**config.mk**
```make
export PLATFORM = sky130hd
export DESIGN_NAME = round_control_flat
export DESIGN_NICKNAME = d
export VERILOG_FILES = /design/src/rtl/round_control_pkg.sv /design/src/rtl/round_control_if.sv /design/src/rtl/round_control_rr_arbiter4.sv /design/src/rtl/round_control.sv /design/src/flat_wrapper.sv
export SDC_FILE = /design/constraint.sdc
export NUM_CORES = 1
export LEC_CHECK = 0
export ABC_AREA = 0
export ABC_CLOCK_PERIOD_IN_PS = 8200
export CORE_ASPECT_RATIO = 1.1
export CORE_MARGIN = 3
export CORE_UTILIZATION = 40
export DETAILED_ROUTE_END_ITERATION = 10
export HOLD_SLACK_MARGIN = 0.06
export PLACE_DENSITY = 0.68
export SYNTH_ARGS = -nofsm -noshare
export SYNTH_HDL_FRONTEND = slang
export SYNTH_SLANG_ARGS = --single-unit
```
**constraint.sdc**
```tcl
create_clock -name clk -period 8.2 [get_ports clk]
set_input_delay 1.64 -clock clk [delete_from_list [all_inputs] [get_ports clk]]
set_output_delay 1.64 -clock clk [all_outputs]
set_load 0.05 [all_outputs]
```
**src/rtl/round_control_pkg.sv**
```systemverilog
// Shared game definitions: state codes, field widths and settings payload.
package round_control_pkg;

  localparam int unsigned SCORE_W     = 7;
  localparam int unsigned MAX_PLAYERS = 4;
  localparam int unsigned ID_W        = 2;
  localparam int unsigned PC_W        = 3;
  localparam int unsigned QN_W        = 4;
  localparam int unsigned PTS_W       = 4;
  localparam int unsigned TIME_W      = 7;
  localparam int unsigned SUM_W       = SCORE_W + 1;
  localparam int unsigned SCORES_W    = MAX_PLAYERS * SCORE_W;

  localparam logic [SCORE_W-1:0] SCORE_MAX = '1;

  typedef enum logic [2:0] {
    IDLE   = 3'd0,
    OPEN   = 3'd1,
    ANSWER = 3'd2,
    RESULT = 3'd3,
    WAIT   = 3'd4,
    DONE   = 3'd5
  } state_t;

  typedef struct packed {
    logic [PC_W-1:0]    player_count;
    logic [QN_W-1:0]    question_count;
    logic [TIME_W-1:0]  answer_time;
    logic [SCORE_W-1:0] win_score;
    logic [PTS_W-1:0]   success_score;
    logic [PTS_W-1:0]   fail_score;
  } settings_t;

  // Force the player count into the legal 2..MAX_PLAYERS range.
  function automatic logic [PC_W-1:0] clamp_players(input logic [PC_W-1:0] pc);
    if (pc < PC_W'(2)) return PC_W'(2);
    if (pc > PC_W'(MAX_PLAYERS)) return PC_W'(MAX_PLAYERS);
    return pc;
  endfunction

endpackage

```
**src/rtl/round_control_if.sv**
```systemverilog
// Game settings, host controls, player buttons and round status.
interface round_control_if;
  import round_control_pkg::*;

  logic                tick_1hz;
  logic [PC_W-1:0]     player_count;
  logic [QN_W-1:0]     question_count;
  logic [TIME_W-1:0]   answer_time;
  logic [SCORE_W-1:0]  win_score;
  logic [PTS_W-1:0]    success_score;
  logic [PTS_W-1:0]    fail_score;
  logic                start;
  logic                next;
  logic                judge_ok;
  logic                judge_fail;
  logic [MAX_PLAYERS-1:0] buzz;

  logic [2:0]          state;
  logic                grant_valid;
  logic [ID_W-1:0]     grant_id;
  logic [TIME_W-1:0]   time_left;
  logic [QN_W-1:0]     question_no;
  logic [SCORES_W-1:0] scores;
  logic                game_over;
  logic [ID_W-1:0]     champion;

  modport master (
    output tick_1hz, player_count, question_count, answer_time, win_score,
           success_score, fail_score, start, next, judge_ok, judge_fail, buzz,
    input  state, grant_valid, grant_id, time_left, question_no, scores,
           game_over, champion
  );

  modport slave (
    input  tick_1hz, player_count, question_count, answer_time, win_score,
           success_score, fail_score, start, next, judge_ok, judge_fail, buzz,
    output state, grant_valid, grant_id, time_left, question_no, scores,
           game_over, champion
  );

endinterface

```
**src/rtl/round_control_rr_arbiter4.sv**
```systemverilog
// Four-way round-robin picker; the player after 'pointer' has top priority.
module rr_arbiter4
  import round_control_pkg::*;
(
  input  logic [MAX_PLAYERS-1:0] req,
  input  logic [ID_W-1:0]        pointer,
  output logic [ID_W-1:0]        gnt_id,
  output logic                   gnt_valid
);

  // Scan lowest to highest priority so the highest-priority hit wins last.
  always_comb begin
    gnt_valid = 1'b0;
    gnt_id    = '0;
    for (int k = MAX_PLAYERS; k >= 1; k--) begin
      if (req[pointer + ID_W'(k)]) begin
        gnt_valid = 1'b1;
        gnt_id    = pointer + ID_W'(k);
      end
    end
  end

endmodule

```
**src/rtl/round_control.sv**
```systemverilog
// Quiz round controller: buzz arbitration, answer timer, scoring, game end.
module round_control
  import round_control_pkg::*;
(
  input  logic           clk,
  input  logic           rst,
  round_control_if.slave bus
);

  state_t state_q, state_d;
  settings_t cfg_q, cfg_d;
  logic                  grant_valid_q, grant_valid_d;
  logic [ID_W-1:0]       grant_id_q, grant_id_d;
  logic [ID_W-1:0]       rr_ptr_q, rr_ptr_d;
  logic [TIME_W-1:0]     time_left_q, time_left_d;
  logic [QN_W-1:0]       question_no_q, question_no_d;
  logic [MAX_PLAYERS-1:0][SCORE_W-1:0] scores_q, scores_d, scores_upd_c;
  logic                  game_over_q, game_over_d;
  logic [ID_W-1:0]       champion_q, champion_d;
  logic                  verdict_ok_q, verdict_ok_d;
  logic [MAX_PLAYERS-1:0] buzz_prev_q;

  logic [MAX_PLAYERS-1:0] active_mask_c, buzz_rise_c;
  logic                  arb_valid_c;
  logic [ID_W-1:0]       arb_id_c, leader_c;
  logic [SUM_W-1:0]      sum_c;
  logic [SCORE_W-1:0]    cur_score_c, fail_pts_c, new_score_c;
  logic [QN_W-1:0]       q_next_c, q_limit_c;

  // Rising button edges from players taking part in this game.
  always_comb begin
    for (int i = 0; i < MAX_PLAYERS; i++) begin
      active_mask_c[i] = (PC_W'(i) < cfg_q.player_count);
    end
    buzz_rise_c = bus.buzz & ~buzz_prev_q & active_mask_c;
  end

  rr_arbiter4 u_arb (
    .req       (buzz_rise_c),
    .pointer   (rr_ptr_q),
    .gnt_id    (arb_id_c),
    .gnt_valid (arb_valid_c)
  );

  // Verdict applied to the granted player, with saturation and floor.
  always_comb begin
    cur_score_c = scores_q[grant_id_q];
    fail_pts_c  = SCORE_W'(cfg_q.fail_score);
    sum_c       = SUM_W'(cur_score_c) + SUM_W'(cfg_q.success_score);
    if (verdict_ok_q) begin
      new_score_c = sum_c[SCORE_W] ? SCORE_MAX : sum_c[SCORE_W-1:0];
    end else begin
      new_score_c = (cur_score_c >= fail_pts_c) ? (cur_score_c - fail_pts_c) : '0;
    end
  end

  // Post-update scoreboard, leading player (ties to lowest index), question limit.
  always_comb begin
    scores_upd_c             = scores_q;
    scores_upd_c[grant_id_q] = new_score_c;
    leader_c                 = '0;
    for (int i = 1; i < MAX_PLAYERS; i++) begin
      if (scores_upd_c[i] > scores_upd_c[leader_c]) leader_c = ID_W'(i);
    end
    q_next_c  = question_no_q + QN_W'(1);
    q_limit_c = (cfg_q.question_count == '0) ? QN_W'(1) : cfg_q.question_count;
  end

  // Next-state and next-register logic.
  always_comb begin
    state_d       = state_q;
    cfg_d         = cfg_q;
    grant_valid_d = grant_valid_q;
    grant_id_d    = grant_id_q;
    rr_ptr_d      = rr_ptr_q;
    time_left_d   = time_left_q;
    question_no_d = question_no_q;
    scores_d      = scores_q;
    game_over_d   = game_over_q;
    champion_d    = champion_q;
    verdict_ok_d  = verdict_ok_q;
    case (state_q)
      IDLE, DONE: begin
        if (bus.start) begin
          cfg_d.player_count   = clamp_players(bus.player_count);
          cfg_d.question_count = bus.question_count;
          cfg_d.answer_time    = bus.answer_time;
          cfg_d.win_score      = bus.win_score;
          cfg_d.success_score  = bus.success_score;
          cfg_d.fail_score     = bus.fail_score;
          scores_d             = '0;
          question_no_d        = '0;
          game_over_d          = 1'b0;
          champion_d           = '0;
          state_d              = OPEN;
        end
      end
      OPEN: begin
        if (arb_valid_c) begin
          grant_valid_d = 1'b1;
          grant_id_d    = arb_id_c;
          rr_ptr_d      = arb_id_c;
          time_left_d   = cfg_q.answer_time;
          state_d       = ANSWER;
        end
      end
      ANSWER: begin
        if (bus.judge_fail || bus.judge_ok) begin
          verdict_ok_d = !bus.judge_fail;
          time_left_d  = '0;
          state_d      = RESULT;
        end else if (bus.tick_1hz) begin
          if (time_left_q == '0) begin
            verdict_ok_d = 1'b0;
            state_d      = RESULT;
          end else begin
            time_left_d = time_left_q - TIME_W'(1);
          end
        end
      end
      RESULT: begin
        scores_d      = scores_upd_c;
        question_no_d = q_next_c;
        grant_valid_d = 1'b0;
        if (new_score_c >= cfg_q.win_score) begin
          champion_d  = grant_id_q;
          game_over_d = 1'b1;
          state_d     = DONE;
        end else if (q_next_c == q_limit_c) begin
          champion_d  = leader_c;
          game_over_d = 1'b1;
          state_d     = DONE;
        end else begin
          state_d = WAIT;
        end
      end
      WAIT: begin
        if (bus.next) state_d = OPEN;
      end
      default: state_d = IDLE;
    endcase
  end

  // State and datapath registers; button history tracks every cycle.
  always_ff @(posedge clk or posedge rst) begin
    if (rst) begin
      state_q       <= IDLE;
      cfg_q         <= '0;
      grant_valid_q <= 1'b0;
      grant_id_q    <= '0;
      rr_ptr_q      <= ID_W'(3);
      time_left_q   <= '0;
      question_no_q <= '0;
      scores_q      <= '0;
      game_over_q   <= 1'b0;
      champion_q    <= '0;
      verdict_ok_q  <= 1'b0;
      buzz_prev_q   <= '0;
    end else begin
      state_q       <= state_d;
      cfg_q         <= cfg_d;
      grant_valid_q <= grant_valid_d;
      grant_id_q    <= grant_id_d;
      rr_ptr_q      <= rr_ptr_d;
      time_left_q   <= time_left_d;
      question_no_q <= question_no_d;
      scores_q      <= scores_d;
      game_over_q   <= game_over_d;
      champion_q    <= champion_d;
      verdict_ok_q  <= verdict_ok_d;
      buzz_prev_q   <= bus.buzz;
    end
  end

  assign bus.state       = state_q;
  assign bus.grant_valid = grant_valid_q;
  assign bus.grant_id    = grant_id_q;
  assign bus.time_left   = time_left_q;
  assign bus.question_no = question_no_q;
  assign bus.scores      = scores_q;
  assign bus.game_over   = game_over_q;
  assign bus.champion    = champion_q;

endmodule

```
**src/flat_wrapper.sv**
```systemverilog
// flat-port wrapper written by rule: the top's interface ports become plain ports
module round_control_flat import round_control_pkg::*;
  (clk, rst, bus_tick_1hz, bus_player_count, bus_question_count, bus_answer_time, bus_win_score, bus_success_score, bus_fail_score, bus_start, bus_next, bus_judge_ok, bus_judge_fail, bus_buzz, bus_state, bus_grant_valid, bus_grant_id, bus_time_left, bus_question_no, bus_scores, bus_game_over, bus_champion);
  round_control_if bus_i ();
  input  logic clk;
  input  logic rst;
  input wire logic [$bits(bus_i.tick_1hz)-1:0] bus_tick_1hz;
  input wire logic [$bits(bus_i.player_count)-1:0] bus_player_count;
  input wire logic [$bits(bus_i.question_count)-1:0] bus_question_count;
  input wire logic [$bits(bus_i.answer_time)-1:0] bus_answer_time;
  input wire logic [$bits(bus_i.win_score)-1:0] bus_win_score;
  input wire logic [$bits(bus_i.success_score)-1:0] bus_success_score;
  input wire logic [$bits(bus_i.fail_score)-1:0] bus_fail_score;
  input wire logic [$bits(bus_i.start)-1:0] bus_start;
  input wire logic [$bits(bus_i.next)-1:0] bus_next;
  input wire logic [$bits(bus_i.judge_ok)-1:0] bus_judge_ok;
  input wire logic [$bits(bus_i.judge_fail)-1:0] bus_judge_fail;
  input wire logic [$bits(bus_i.buzz)-1:0] bus_buzz;
  output wire logic [$bits(bus_i.state)-1:0] bus_state;
  output wire logic [$bits(bus_i.grant_valid)-1:0] bus_grant_valid;
  output wire logic [$bits(bus_i.grant_id)-1:0] bus_grant_id;
  output wire logic [$bits(bus_i.time_left)-1:0] bus_time_left;
  output wire logic [$bits(bus_i.question_no)-1:0] bus_question_no;
  output wire logic [$bits(bus_i.scores)-1:0] bus_scores;
  output wire logic [$bits(bus_i.game_over)-1:0] bus_game_over;
  output wire logic [$bits(bus_i.champion)-1:0] bus_champion;
  assign bus_i.tick_1hz = bus_tick_1hz;
  assign bus_i.player_count = bus_player_count;
  assign bus_i.question_count = bus_question_count;
  assign bus_i.answer_time = bus_answer_time;
  assign bus_i.win_score = bus_win_score;
  assign bus_i.success_score = bus_success_score;
  assign bus_i.fail_score = bus_fail_score;
  assign bus_i.start = bus_start;
  assign bus_i.next = bus_next;
  assign bus_i.judge_ok = bus_judge_ok;
  assign bus_i.judge_fail = bus_judge_fail;
  assign bus_i.buzz = bus_buzz;
  assign bus_state = bus_i.state;
  assign bus_grant_valid = bus_i.grant_valid;
  assign bus_grant_id = bus_i.grant_id;
  assign bus_time_left = bus_i.time_left;
  assign bus_question_no = bus_i.question_no;
  assign bus_scores = bus_i.scores;
  assign bus_game_over = bus_i.game_over;
  assign bus_champion = bus_i.champion;
  round_control u_core (.clk(clk), .rst(rst), .bus(bus_i));
endmodule
```
# Yosys cells after proc, flatten, opt, wreduce, memory -nomap -nowiden
# Index checks and enable logic that the tools add are counted.
# op_classes
addsub	7
n_lt_le_gt_ge	19
n_eq_ne	13
n_mux	74
bitwise	3
reduce_logical	20
# ops
op	n
2-to-1 mux 7 bit	11
one-hot mux 28 bit (2 select lines)	1
binary-select mux 7 bit (select 2 bit)	3
2-to-1 mux 3 bit	11
bitwise mux 28 bit	1
2-to-1 mux 28 bit	1
2-to-1 mux 1 bit	24
> comparator 7 bit	3
< comparator 2 x 3 -> 1 bit (second input constant)	6
2-to-1 mux 2 bit	9
one-hot mux 3 bit (5 select lines)	1
demux 7 bit (select 2 bit)	1
one-hot mux 7 bit (2 select lines)	1
nonzero test 2 bit	5
adder 7 x 4 -> 8 bit	1
AND 4 bit	2
binary-select mux 1 bit (select 2 bit)	4
2-to-1 mux 4 bit	2
one-hot mux 4 bit (2 select lines)	1
AND reduction 2 bit	4
greater-or-equal comparator 7 x 4 -> 1 bit	1
greater-or-equal comparator 7 bit	1
zero test 7 bit	1
subtractor 7 x 1 -> 7 bit (second input constant)	1
other kinds (30)	40
# totals
register_bits	84
in_bits	40
output_inout_bits	48
word_cells	156

# Depth between registers and ports, before layout
# logic_depth
ltp_word	19
mapped_depth	37
mapped_depth_nobuf	35

# Cells and area by module
# Synthesis repeated with hierarchy kept, for this count alone.
# hier_totals
hier_cells	656
hier_area_um2	5725.5
# modules_own_cells
module	n_inst	cells_each	area_per_inst_um2
round_control	1	642	5634.2
rr_arbiter4	1	14	91.3

# Worst setup path after synthesis
# Ideal clock, no wire load.
# synth_path
kind	register to register
start	register u_core.grant_id_q[0] (netlist: u_core.bus.grant_id[0])
end	register u_core.champion_q[0] (netlist: u_core.bus.champion[0])
setup_time_ns	0.127
arrival_ns	8.305
required_ns	8.073
setup_slack_ns	-0.232
path_stages_with_launch	34
synth_period_minus_slack_ns	8.432
path_cell_list	dfrtp_1 buf_6 clkbuf_1 mux4_2 ha_1 and4_1 or2_1 or4b_4 a22oi_2 a21oi_1 inv_1 ha_1 nor2b_1 o21ai_0 a21oi_1 o31ai_1 clkinv_1 mux2i_1 ha_1 a21o_1 a21oi_1 nor2b_1 o31ai_1 clkbuf_1 nor2_1 a21o_1 ha_1 nor2b_1 o21a_1 o21a_1 o31ai_1 nand3_1 nor3b_1 a211oi_1
# synth_between
elab_chain_len	19
elab_cells_between_ends	30
cone_classes	add/sub (2); order compare (7); eq/ne (1); mux (18); reduce/logical (2)
# synth_lines
element	line	rtl
start, declared	round_control.sv:13	logic [ID_W-1:0] grant_id_q, grant_id_d;
start signal, assigned	round_control.sv:163	grant_id_q <= grant_id_d;
binary-select mux 7 bit (select 2 bit)	round_control.sv:47	cur_score_c = scores_q[grant_id_q];
2-to-1 mux 7 bit (not written as such)	round_control.sv:47	
subtractor 7 x 4 -> 7 bit (tied with other cells)	round_control.sv:53	new_score_c = (cur_score_c >= fail_pts_c) ? (cur_score_c - fail_pts_c) : '0;
2-to-1 mux 7 bit (on tied branches)	round_control.sv:53, round_control.sv:51	
2-to-1 mux 7 bit	round_control.sv:50	if (verdict_ok_q) begin
bitwise mux 28 bit	round_control.sv:60	scores_upd_c[grant_id_q] = new_score_c;
> comparator 7 bit	round_control.sv:63	if (scores_upd_c[i] > scores_upd_c[leader_c]) leader_c = ID_W'(i);
2-to-1 mux 1 bit	round_control.sv:63	
[... 3 more ...]	n/a	
2-to-1 mux 2 bit	round_control.sv:63	
binary-select mux 7 bit (select 2 bit)	round_control.sv:63	
2-to-1 mux 7 bit (not written as such)	round_control.sv:63	
> comparator 7 bit	round_control.sv:63	
2-to-1 mux 2 bit	round_control.sv:63	
2-to-1 mux 2 bit	round_control.sv:129	end else if (q_next_c == q_limit_c) begin
2-to-1 mux 2 bit	round_control.sv:125	if (new_score_c >= cfg_q.win_score) begin
one-hot mux 2 bit (2 select lines)	round_control.sv:82	case (state_q)
end signal, assigned	round_control.sv:169	champion_q <= champion_d;
end, declared	round_control.sv:19	logic [ID_W-1:0] champion_q, champion_d;
# Parallel ways exist; a longest one is shown, timed or not. The select of a mux whose other input is x is not followed.
# A chain may end at the register's enable or synchronous reset.

# Final worst setup path
# Same ends and word-level chain as after synthesis.

==> results_dict.tcl <==
set metrics [dict create \
    startpoint_type "register" \
    multiInputGateArea_um2 3230 \
    clock_sinks 84 \
    status "complete, no violations" \
    cpPeakStageDelay_ns 0.63 \
    crit_arrival_ns 7.89 \
    ys_types 65 \
    ys_seq_area_share_pct 37.7 \
    reg2reg_depth 30 \
    routed_wl_um 16100 \
    syn_inst 655 \
    grt_usage_pct 21.3 \
    setup_viol 0 \
    fp-row-count 44 \
    wl_per_cell_um 17.5 \
    syn_area_um2 5590 \
    clkSlewWorstSetupHoldPaths_ns 0.07 \
    cts_hold_buffers 0 \
    final_max_slew_viol_count 0 \
    nets 818 \
    pre_cts_slack_ns 0.464 \
    grt_setup_unrepaired "no" \
    tightest_slew_ns 1.20 \
    fin_crit_ns 7.67 \
    skew_ns 0.00837 \
    drt_first_pass_iters 5 \
    fin_setup_tns_ns 0 \
    drc 0 \
    cts_resized 0 \
    drtIter0Drc 341 \
    htreeDepth 3 \
    dpl.hpwl_um 12200 \
    die_w_um 119 \
    diodes 0 \
    max_slew_margin_pct 19.2 \
    hold_class "register to register" \
    post-route-period-util_pct 93.5 \
    crit_fanout 11 \
    seqCellArea_um2 2110 \
    finalHoldViolCount 0 \
    synth_edf_count 0 \
    grt_pass1_vias 5168 \
    grt_max_degree 85 \
    clockBufferDepth 2 \
    gr-total-overflow 0 \
    cts_tree "done" \
    gp_congestion 0.910 \
    synth-async-reset-ratio_pct 100 \
    design.die.area_um2 15400 \
    root_buffer "clkbuf_16" \
    critPathRequiredTime_ns 8.42 \
    setup_ws_ns 0.529 \
    syn_nets 737 \
    io_buffers 87 \
    ant_nets 0 \
    fill_cells 1308 \
    coreArea_um2 13400 \
    synth_ff_type "dfrtp_1" \
    synth_area_per_cell_um2 8.53 \
    grt_pass1_wl_um 26100 \
    ys_ff_latch 84 \
    fmax_mhz 130 \
    yosysWarnings 0 \
    post_cts_buffers 0 \
    min_path_cells 2 \
    num_vias 5095 \
    io_pins 88 \
    antenna_found_initial 0 \
    insertion_delay_ns 0.35 \
    cap_violations 0 \
    critPathKind "register to register" \
    dp_cells 909 \
    slowest_stage "mux4_2" \
    end_kind "register" \
    drive_above_1_share_pct 7.56 \
    fin_cells 925 \
    syn2layout_area_growth_pct 24.4 \
    viasPerCell 5.51 \
    cts_buffers 9 \
    fp.dieH_um 130 \
    start_util_pct 41.6 \
]
-- cell usage in the layout, fill, tap and decap left out, types with 3 or more instances in the layout --
master / count
a21o_1: 11
a32oi_1: 3
mux2_2: 3
clkbuf_16: 9
dfrtp_1: 81
nor3b_1: 3
o21ai_0: 64
ha_1: 40
mux2i_1: 12
a211oi_1: 7
o31ai_1: 7
a41o_1: 3
nand2b_1: 8
buf_4: 11
and2_1: 3
inv_1: 38
a22oi_2: 4
a21oi_2: 3
a31oi_1: 8
clkdlybuf4s50_1: 87
nor2_1: 40
o31a_1: 3
o211ai_1: 3
o21a_1: 6
a21oi_1: 30
nand3_1: 30
nand4_1: 5
mux4_2: 7
nor3_1: 9
and4_1: 4
nand2_1: 132
nor2b_1: 10
xnor2_1: 7
-- path summary, 6_finish.rpt --
path                                                     from  slack [ns]                                    end
max in group asynchronous                                 rst        5.51     u_core.bus.grant_id[0]$_DFFE_PP0P_
setup reg to reg           u_core.bus.grant_id[0]$_DFFE_PP0P_        0.53     u_core.bus.champion[0]$_DFFE_PP0P_
min in group asynchronous                                 rst        1.94  u_core.bus.question_no[3]$_DFFE_PP0P_
hold reg to reg                  u_core.cfg_q[16]$_DFFE_PP0P_        0.49           u_core.cfg_q[16]$_DFFE_PP0P_
setup / recovery           u_core.bus.grant_id[0]$_DFFE_PP0P_        0.53     u_core.bus.champion[0]$_DFFE_PP0P_
hold / removal                   u_core.cfg_q[16]$_DFFE_PP0P_        0.49           u_core.cfg_q[16]$_DFFE_PP0P_
-- synthesized netlist by cell type (5+ instances only) --
cell type / n / area share [%]
nor2_1: 40 / 2.7
o31ai_1: 8 / 1.1
nor3_1: 9 / 0.81
o21ai_0: 64 / 5.7
nand2_1: 132 / 8.9
inv_1: 39 / 2.6
o21a_1: 6 / 0.81
clkbuf_1: 23 / 1.5
a21o_1: 11 / 1.5
dfrtp_1: 82 / 37
a31oi_1: 8 / 0.90
xnor2_1: 7 / 1.1
nand2b_1: 8 / 0.90
nand3_1: 30 / 2.7
nor2b_1: 10 / 1.1
mux2i_1: 12 / 2.2
a21oi_1: 30 / 2.7
mux4_2: 7 / 2.8
nand4_1: 5 / 0.56
a211oi_1: 7 / 0.94
ha_1: 40 / 9.0
-- cells by family after synthesis --
group                      count (synthesis)  share of synthesized area, %
AOI/OAI and AO/OA                        175                          20.5
xor gates and xnor gates                   8                          1.25
adders and majority gates                 42                          9.68
buffers and inverters                     68                          4.70
DFF                                       84                          37.7
muxes                                     22                          5.58
and+or+nand+nor                          256                          20.7
-- cell type report --
class | instances | share of cell area, %
well taps | 184 | 3.31
clock buffers | 11 | 3.49
inverters | 40 | 2.18
flip-flops and latches | 84 | 30.3
multi-input cells | 503 | 46.5
repair buffers | 98 | 13.7
clock inverters | 5 | 0.540
-- registers in the layout, summed over array words and instances, names as in the netlist --
signal / cells
u_core.cfg_q: 29
u_core.bus.scores: 28
u_core.bus.time_left: 7
u_core.bus.question_no: 4
u_core.buzz_prev_q: 4
u_core.bus.state: 3
u_core.bus.champion: 2
u_core.bus.grant_id: 2
u_core.rr_ptr_q: 2
u_core.bus.game_over: 1
u_core.bus.grant_valid: 1
u_core.verdict_ok_q: 1
-- critical path: cells and delay by family (launching register included) --
kind	cells	cell delay, ns
fa+ha+maj	4	1.17
simple gates	8	1.69
flops	1	0.51
compound gates	12	2.29
mux	3	1.28
buf+inv	3	0.59
-- metrics by stage --
step | instance area, µm² | utilization (%) | hold WS [ns]
after floorplan | 5590 | - | 0.446
after global placement | 6660 | 49.6 | 0.467
after detailed placement | 6660 | 49.6 | 0.464
after CTS | 6940 | 51.7 | 0.488
after global routing | 6950 | 51.7 | 0.504
final | 6950 | 51.7 | 0.491
-- routing by layer --
layer / routed length (µm) / GRT usage [%]
met3: 896 / 3.60
met5: 0 / 0
met4: 459 / 9.48
met1: 6800 / 26.3
met2: 7990 / 37.0
Power is not shown: default switching activity piles up to over one toggle a cycle in this logic, so the estimate is an artifact.
